--- src/rtl/control_unit.sv ---
`default_nettype none
// ============================================================================
//  Module   : control_unit
//  Purpose  : Multi-cycle Moore control FSM for a 16-bit style datapath.
//             Sequences FETCH -> DECODE -> EXEC [-> MEM] [-> WB] -> FETCH
//             and decodes datapath control strobes from the current state
//             and the opcode latched during DECODE.
//
//  Ports    :
//    CLK            in   1  clock, rising edge active
//    reset          in   1  asynchronous active-high reset
//    op             in   4  opcode from datapath (sampled in DECODE only)
//    cmpRst         in   2  comparator result: 00 eq, 01 lt, 10 gt, 11 rsvd
//    IRWrite        out  1  instruction register load
//    ALUSrcA        out  1  ALU A operand select (0=PC, 1=A)
//    ALUSrcB        out  1  ALU B operand select (0=B, 1=imm)
//    ALUOp          out  3  ALU operation
//    writeEnable    out  1  register file write enable
//    DOrS           out  1  destination select
//    memEnableWrite out  1  memory write strobe
//    memEnableRead  out  1  memory read strobe
//    PCWriteEnable  out  1  program counter load
//    PCSource       out  1  PC source (0=PC+2, 1=ALUOut)
//    regDataWrite   out  3  register write-data mux select
//    loadInst       out  1  load-data capture strobe
//    memAddrSel     out  1  memory address select (0=PC, 1=ALUOut)
//    numBits        out  2  immediate width select
//    immShift       out  2  immediate shift select
//    state          out  3  current FSM state encoding
//
//  Build option : define CU_HALT_EN to make opcode 0xF enter a terminal HALT
//                 state; without it opcode 0xF is a two-cycle NOP.
//
//  Revision : 1.0  initial release
// ============================================================================
module control_unit (
    input  logic       CLK,
    input  logic       reset,
    input  logic [3:0] op,
    input  logic [1:0] cmpRst,
    output logic       IRWrite,
    output logic       ALUSrcA,
    output logic       ALUSrcB,
    output logic [2:0] ALUOp,
    output logic       writeEnable,
    output logic       DOrS,
    output logic       memEnableWrite,
    output logic       memEnableRead,
    output logic       PCWriteEnable,
    output logic       PCSource,
    output logic [2:0] regDataWrite,
    output logic       loadInst,
    output logic       memAddrSel,
    output logic [1:0] numBits,
    output logic [1:0] immShift,
    output logic [2:0] state
);

    // ------------------------------------------------------------------------
    // State encoding (codes 6 and 7 are illegal and recover to FETCH)
    // ------------------------------------------------------------------------
    typedef enum logic [2:0] {
        S_FETCH  = 3'd0,
        S_DECODE = 3'd1,
        S_EXEC   = 3'd2,
        S_MEM    = 3'd3,
        S_WB     = 3'd4,
        S_HALT   = 3'd5
    } state_t;

    // ------------------------------------------------------------------------
    // Opcodes (0x0-0x7 are register-register ALU operations)
    // ------------------------------------------------------------------------
    localparam logic [3:0] c_OP_ADDI  = 4'h8;
    localparam logic [3:0] c_OP_LI    = 4'h9;
    localparam logic [3:0] c_OP_LOAD  = 4'hA;
    localparam logic [3:0] c_OP_STORE = 4'hB;
    localparam logic [3:0] c_OP_CMP   = 4'hC;
    localparam logic [3:0] c_OP_BEQ   = 4'hD;
    localparam logic [3:0] c_OP_JAL   = 4'hE;
    localparam logic [3:0] c_OP_HALT  = 4'hF;

    // Register write-data mux selections
    localparam logic [2:0] c_RDW_ALU  = 3'd0;
    localparam logic [2:0] c_RDW_MEM  = 3'd1;
    localparam logic [2:0] c_RDW_LINK = 3'd2;
    localparam logic [2:0] c_RDW_IMM  = 3'd3;
    localparam logic [2:0] c_RDW_CMP  = 3'd4;

    localparam logic [1:0] c_CMP_EQ   = 2'b00;

    // ------------------------------------------------------------------------
    // Registers
    // ------------------------------------------------------------------------
    state_t     state_q;
    state_t     state_d;
    logic [3:0] opReg_q;
    logic [3:0] opReg_d;

    always_ff @(posedge CLK or posedge reset) begin
        if (reset) begin
            state_q <= S_FETCH;
            opReg_q <= 4'h0;
        end else begin
            state_q <= state_d;
            opReg_q <= opReg_d;
        end
    end

    assign state = state_q;

    // ------------------------------------------------------------------------
    // Next-state logic
    // ------------------------------------------------------------------------
    always_comb begin
        state_d = S_FETCH;
        opReg_d = opReg_q;

        case (state_q)
            S_FETCH: begin
                state_d = S_DECODE;
            end

            S_DECODE: begin
                // The opcode is captured here and nowhere else, so later
                // changes on op cannot disturb the instruction in flight.
                opReg_d = op;
                if (op == c_OP_HALT) begin
`ifdef CU_HALT_EN
                    state_d = S_HALT;
`else
                    state_d = S_FETCH;
`endif
                end else begin
                    state_d = S_EXEC;
                end
            end

            S_EXEC: begin
                case (opReg_q)
                    c_OP_LOAD,
                    c_OP_STORE: state_d = S_MEM;
                    c_OP_BEQ,
                    c_OP_JAL,
                    c_OP_HALT:  state_d = S_FETCH;
                    default:    state_d = S_WB;
                endcase
            end

            S_MEM: begin
                // Stores retire straight from MEM; loads still need WB.
                if (opReg_q == c_OP_LOAD) begin
                    state_d = S_WB;
                end else begin
                    state_d = S_FETCH;
                end
            end

            S_WB: begin
                state_d = S_FETCH;
            end

            S_HALT: begin
`ifdef CU_HALT_EN
                // Terminal: only reset leaves HALT.
                state_d = S_HALT;
`else
                state_d = S_FETCH;
`endif
            end

            default: begin
                state_d = S_FETCH;
            end
        endcase
    end

    // ------------------------------------------------------------------------
    // Output decode
    // ------------------------------------------------------------------------
    // Outputs are qualified with reset so that every strobe (in particular
    // memEnableWrite and writeEnable) drops in the same cycle reset rises,
    // without waiting for the state register to settle.
    always_comb begin
        IRWrite        = 1'b0;
        ALUSrcA        = 1'b0;
        ALUSrcB        = 1'b0;
        ALUOp          = 3'd0;
        writeEnable    = 1'b0;
        DOrS           = 1'b0;
        memEnableWrite = 1'b0;
        memEnableRead  = 1'b0;
        PCWriteEnable  = 1'b0;
        PCSource       = 1'b0;
        regDataWrite   = 3'd0;
        loadInst       = 1'b0;
        memAddrSel     = 1'b0;
        numBits        = 2'd0;
        immShift       = 2'd0;

        if (!reset) begin
            case (state_q)
                S_FETCH: begin
                    memAddrSel    = 1'b0;
                    memEnableRead = 1'b1;
                    IRWrite       = 1'b1;
                    PCWriteEnable = 1'b1;
                    PCSource      = 1'b0;
                end

                S_EXEC: begin
                    if (!opReg_q[3]) begin
                        ALUSrcA = 1'b1;
                        ALUSrcB = 1'b0;
                        ALUOp   = opReg_q[2:0];
                    end else begin
                        case (opReg_q)
                            c_OP_ADDI: begin
                                ALUSrcA = 1'b1;
                                ALUSrcB = 1'b1;
                                numBits = 2'd2;
                            end
                            c_OP_LI: begin
                                numBits  = 2'd2;
                                immShift = 2'd1;
                            end
                            c_OP_LOAD,
                            c_OP_STORE: begin
                                // Address = A + imm
                                ALUSrcA = 1'b1;
                                ALUSrcB = 1'b1;
                            end
                            c_OP_CMP: begin
                                ALUSrcA = 1'b1;
                                ALUSrcB = 1'b0;
                            end
                            c_OP_BEQ: begin
                                // Target = PC + imm; the PC is only redirected
                                // on an equal compare (11 counts as not-equal).
                                ALUSrcB = 1'b1;
                                if (cmpRst == c_CMP_EQ) begin
                                    PCSource      = 1'b1;
                                    PCWriteEnable = 1'b1;
                                end
                            end
                            c_OP_JAL: begin
                                // Link register gets the return address in the
                                // same cycle the PC jumps.
                                ALUSrcB       = 1'b1;
                                PCSource      = 1'b1;
                                PCWriteEnable = 1'b1;
                                writeEnable   = 1'b1;
                                regDataWrite  = c_RDW_LINK;
                            end
                            default: begin
                            end
                        endcase
                    end
                end

                S_MEM: begin
                    if (opReg_q == c_OP_LOAD) begin
                        memAddrSel    = 1'b1;
                        memEnableRead = 1'b1;
                        loadInst      = 1'b1;
                    end else if (opReg_q == c_OP_STORE) begin
                        memAddrSel     = 1'b1;
                        memEnableWrite = 1'b1;
                    end
                end

                S_WB: begin
                    if (!opReg_q[3]) begin
                        writeEnable  = 1'b1;
                        DOrS         = 1'b1;
                        regDataWrite = c_RDW_ALU;
                    end else begin
                        case (opReg_q)
                            c_OP_ADDI: begin
                                writeEnable  = 1'b1;
                                regDataWrite = c_RDW_ALU;
                            end
                            c_OP_LI: begin
                                writeEnable  = 1'b1;
                                regDataWrite = c_RDW_IMM;
                            end
                            c_OP_LOAD: begin
                                writeEnable  = 1'b1;
                                regDataWrite = c_RDW_MEM;
                            end
                            c_OP_CMP: begin
                                writeEnable  = 1'b1;
                                regDataWrite = c_RDW_CMP;
                            end
                            default: begin
                            end
                        endcase
                    end
                end

                // DECODE, HALT and illegal codes drive nothing.
                default: begin
                end
            endcase
        end
    end

endmodule
`default_nettype wire

--- config.mk ---
export PLATFORM = sky130hd
export DESIGN_NAME = control_unit
export DESIGN_NICKNAME = d
export VERILOG_FILES = /design/src/rtl/control_unit.sv
export SDC_FILE = /design/constraint.sdc
export NUM_CORES = 1
export LEC_CHECK = 0
export CORE_MARGIN = 5
export CORE_UTILIZATION = 36
export DETAILED_ROUTE_END_ITERATION = 12
export PLACE_DENSITY = 0.75
export REMOVE_ABC_BUFFERS = 1
export SLEW_MARGIN = 5
export SYNTH_ARGS = -nofsm -noshare
export SYNTH_HDL_FRONTEND = slang
export SYNTH_SLANG_ARGS = --single-unit
export TNS_END_PERCENT = 1
--- constraint.sdc ---
create_clock -name CLK -period 1.3 [get_ports CLK]
set_input_delay 0.26 -clock CLK [delete_from_list [all_inputs] [get_ports CLK]]
set_output_delay 0.26 -clock CLK [all_outputs]
set_load 0.03 [all_outputs]
======== After elaboration in Yosys (flattened, before gate mapping) ========
Index checks and enable logic that the tools add are counted.
storage, ports and cells
  flip-flop bits (word level) ............. 7
  bits of input ports ..................... 8
  logic and storage cells ................. 82
cells by class
  eq/ne operators ......................... 13
  muxes and demuxes ....................... 59
  reductions and logical operators ........ 8
operators by type and width
  operator            number
  $mux 1              38
  $eq 4x4->1 const B  9
  $mux 3              6
  $mux 2              7
  $pmux 3 s2          2
  $pmux 3 s4          1
  $pmux 3 s3          1
  $pmux 1 s2          4
  $reduce_or 4->1     2
  $eq 3x2->1 const B  2
  $reduce_or 5->1     1
  $reduce_or 2->1     2
  $eq 3x1->1 const B  1
  $eq 3x3->1 const B  1
  $logic_not 3->1     1
  $reduce_or 3->1     1
  $logic_not 2->1     1

======== Depth between registers and ports, before layout ========
  depth in word-level cells ............... 6
  gate-level depth with buffers ........... 4

======== Least setup slack after synthesis ========
No wires, ideal clock.
  kind .................................... register -> output
  from .................................... register state_q[0], in the netlist state[0]
  to ...................................... output memEnableWrite
  data arrival time ....................... 2117 ps
  setup slack ............................. -1077 ps
  stages on the path, launching flop included .. 5
  path through ............................ dfrtp_1 > buf_2 > and4b_1 > nand2_1 > nor4b_1
on the way
  cells in the longest elaborated chain, start to end .. 3
RTL lines
  item                      line  source
  start: declaration        95    state_t state_q;
  start signal: assignment  105   state_q <= state_d;
  $eq 3x2->1                202   case (state_q)
  $mux 1                    202
  $mux 1                    201   if (!reset) begin
  end: declaration          47    output logic memEnableWrite,
No other way between the ends.

======== Worst setup path after layout ========
  from .................................... register state_q[0], in the netlist state[0]
  to ...................................... output regDataWrite[1]
on the way
  cells in the longest elaborated chain, start to end .. 3
  elaborated cells between the ends (all ways) .. 4
RTL lines
  item                                             line  source
  $eq 3x3->1 / $eq 3x2->1 (equally long branches)  202
  $pmux 3 s2 (*)                                   202
  $mux 3 (*)                                       201
  end: declaration                                 51    output logic [2:0] regDataWrite,
Mark *: on every way between the ends. The rest lies on a longest branch, timed or not.

==> summary.md <==
| Metric | Value |
|---|---|
| Hpwl dp | 1.51 mm |
| CP Launch Type | flip-flop |
| DRC Markers | 0 |
| Mean routed wirelength per cell | about 14 µm |
| Setup WS post-layout | -0.655 ns |
| Fin Hold WS | 0.120 ns |
| Die extent in x | 53.4 µm |
| Post-CTS setup buffers | 0 |
| Post-Layout Inst Area | 1160 µm² |
| Post-DRT Antenna Nets | 0 |
| Number of global-route vias before repair | 691 |
| Syn_area_per_cell | 8.27 µm² |
| Share of layout cells above drive strength 1 | 0.557 |
| DRT Wirelength | 2.01 mm |
| Die H | 53.4 µm |
| Post-synthesis register bit count | 7 |
| Initial antenna violation count | 0 |
| Leak | 0.511 nW |
| CTS tree | yes |
| Area contributors post-synth | dfrtp_1 26%, mux2_2 6.6%, nor2_1 5.0% |
| Die area | between 2000 and 3000 µm² |
| Final setup violation count | 23 |
| Hold Path Class | primary input to async pin |
| Synth Instances | 82 |
| Worst Clk Skew | 0.00456 ns |
| Period utilization | 1.50 |
| Met3 Wirelength | 130 µm |
| Setup crit end kind | output pin |
| Total CTS buffers | 3 |
| Synth warn | 0 |
| Gpl congestion | 0.791 |
| DR vias | 746 |
| Area growth, synth to finish | 71.4% |
| Max-slew violation count | 0 |
| Total global routing overflow | 0 |
| # port buffers | 29 |
| Site Rows | 15 |
| PwrDens | 2230 nW/µm² |
| Placed Area | 1010 µm² |
| Outcome | finished, violations left |
| RSZ-0062 raised after global routing | true |
| WS Path Type | flip-flop to output pin |
| Clk_lat worst skew | 0.25 ns |
| Max FO, Critical Path | 5 |
| Area of the multi-input gates | ~530 µm² |
| Ys flop type | dfrtp_1 |
| Worst Reg-to-Reg Cells | 3 |
| Initial Util | 0.384 |
| M1 WL | ~850 µm |
| N_diodes | 0 |
| IO Count | 32 |
| Nets | 131 |
| DRT Pass-1 Iters | 4 |
| Drt initial violations | 8 |
| Number of fill cells | between 150 and 200 |
| Vias per cell | 5.07 |
| Maxcap violations | 0 |
| List of most frequent post-synthesis cells | 9 x nor2_1, 7 x dfrtp_1, 7 x nand2_1, 5 x a21oi_1 |
| Count leader, synth | nor2_1 |
| CTS hold repair buffers | 0 |
| Yosys top cell by area | dfrtp_1 |
| Seq/Total Area, Yosys | 0.258 |
| Post-synthesis async set-or-reset flop share | 1.00 |
| Core box area | between 1500 and 2000 µm² |
| First-pass GRT wire length | between 3 and 4 mm |
| Clock buffer depth | 2 |
| CTS root buf | clkbuf_4 |
| Fin crit period | 1.96 ns |
| Violated checks | setup timing |
| Met2 Routed Length | 1.01 mm |
| Largest net degree at the start of global routing | 15 |
| Global Route Usage Sum | 0.153 |
| Share of the synthesized area in the top cell type | 0.258 |
| H-Tree Depth | 1 |
| Synthesized area | about 680 µm² |
| Post-layout util | 0.659 |
| EDFF count, synth | 0 |
| VDD IR max | between 1 and 1.5 mV |
| Count of final hold-check violations | 0 |
| Clock transition at the registers of the reported paths | 0.05 ns |
| Max Clk Rate | 511 MHz |
| Critical Path AT | 1.70 ns |
| Synth cell types | 33 |
| Highest routed layer | met4 |
| Non-filler instance count after layout | 147 |
| Placed Cells | 143 |
| CP required | 1.04 ns |
| Clk sinks | 7 |
| FF/Latch Area | 176 µm² |
| Place WS | -0.725 ns |
==> metal layers <==
| metal | track usage | vias up |
|---|---|---|
| met5 | 0 | - |
| met4 | 0.0511 | 0 |
| met3 | 0.0254 | 3 |
| met2 | 0.253 | 27 |
| met1 | 0.197 | 345 |
| li1 | - | 371 |
==> state kept, by name, indices dropped and copies added (netlist names) <==
register and count:
opReg_q 4, state 3
==> report_power, final <==
| part | switching [mW] | internal, mW | total, mW | leakage (nW) |
|---|---|---|---|---|
| clock | 0.0828 | 0.117 | 0.200 | 0.0150 |
| sequential | 0.148 | 0.330 | 0.478 | 0.0841 |
| combinational | 0.994 | 0.920 | 1.91 | 0.412 |
| total | 1.23 | 1.37 | 2.59 | 0.511 |
==> worst paths after layout <==
path	startpoint	end	slack [ns]
worst max-delay path	state[0]	regDataWrite[1]	-0.66
worst min-delay path	reset	state[1]	0.12
worst max register to register	state[0]	opReg_q[3]	-0.05
worst min register to register	opReg_q[2]	opReg_q[2]	0.60
max in group asynchronous	reset	opReg_q[2]	0.94
min in group CLK	opReg_q[2]	opReg_q[2]	0.60
==> per-stage QoR <==
| step | setup TNS [ns] | total power, mW |
|---|---|---|
| finish | -10.13 | 2.59 |
| floorplan | -13.37 | 1.41 |
| detailed placement | -10.24 | 2.13 |
| CTS | -10.26 | 2.47 |
| global route | -11.80 | 2.77 |
| global placement | -10.16 | 2.11 |
==> critical path: stages, from the launching register on <==
cell and delay (ns):
dfrtp_1 0.42, or4b_4 0.58, nor3_2 0.17, o21a_1 0.14
buf_6 0.13
==> area by class of cell <==
type / count / area share
tap: 25 / 0.0269
sequential: 7 / 0.152
clock buffer: 4 / 0.0226
inverter: 1 / 0.00323
multi-input combinational: 65 / 0.454
timing repair buffer: 45 / 0.341
==> cell families after synthesis <==
| logic type | after synthesis | synth area share |
|---|---|---|
| and+or+nand+nor | 43 | 0.404 |
| AOI/OAI and AO/OA | 14 | 0.148 |
| buffers and inverters | 11 | 0.0904 |
| DFF | 7 | 0.258 |
| muxes | 5 | 0.0812 |
| xor gates and xnor gates | 1 | 0.0129 |
| other | 1 | 0.00553 |
==> repair_timing <==
action,CTS,global route
hold endpoints to repair,0,0
pin swaps,8,4
setup endpoints to repair,25,26
resized for setup,22,13
==> layout by cell type, fill, tap and decap left out, drive strengths merged, types with 2 or more instances in the layout <==
cell type       n
nand4b          2
nand2b          2
a21oi           5
mux2            4
conb            2
nor2b           4
nand3b          2
a21o            2
or4b            2
nor3            4
nor4            2
buf            38
and2            3
o21a            2
dlygate4sd2     3
nand2           7
nor4b           3
clkbuf          4
clkdlybuf4s50   4
dfrtp           7
nor2            9
Power figures use the tool's default switching activity.
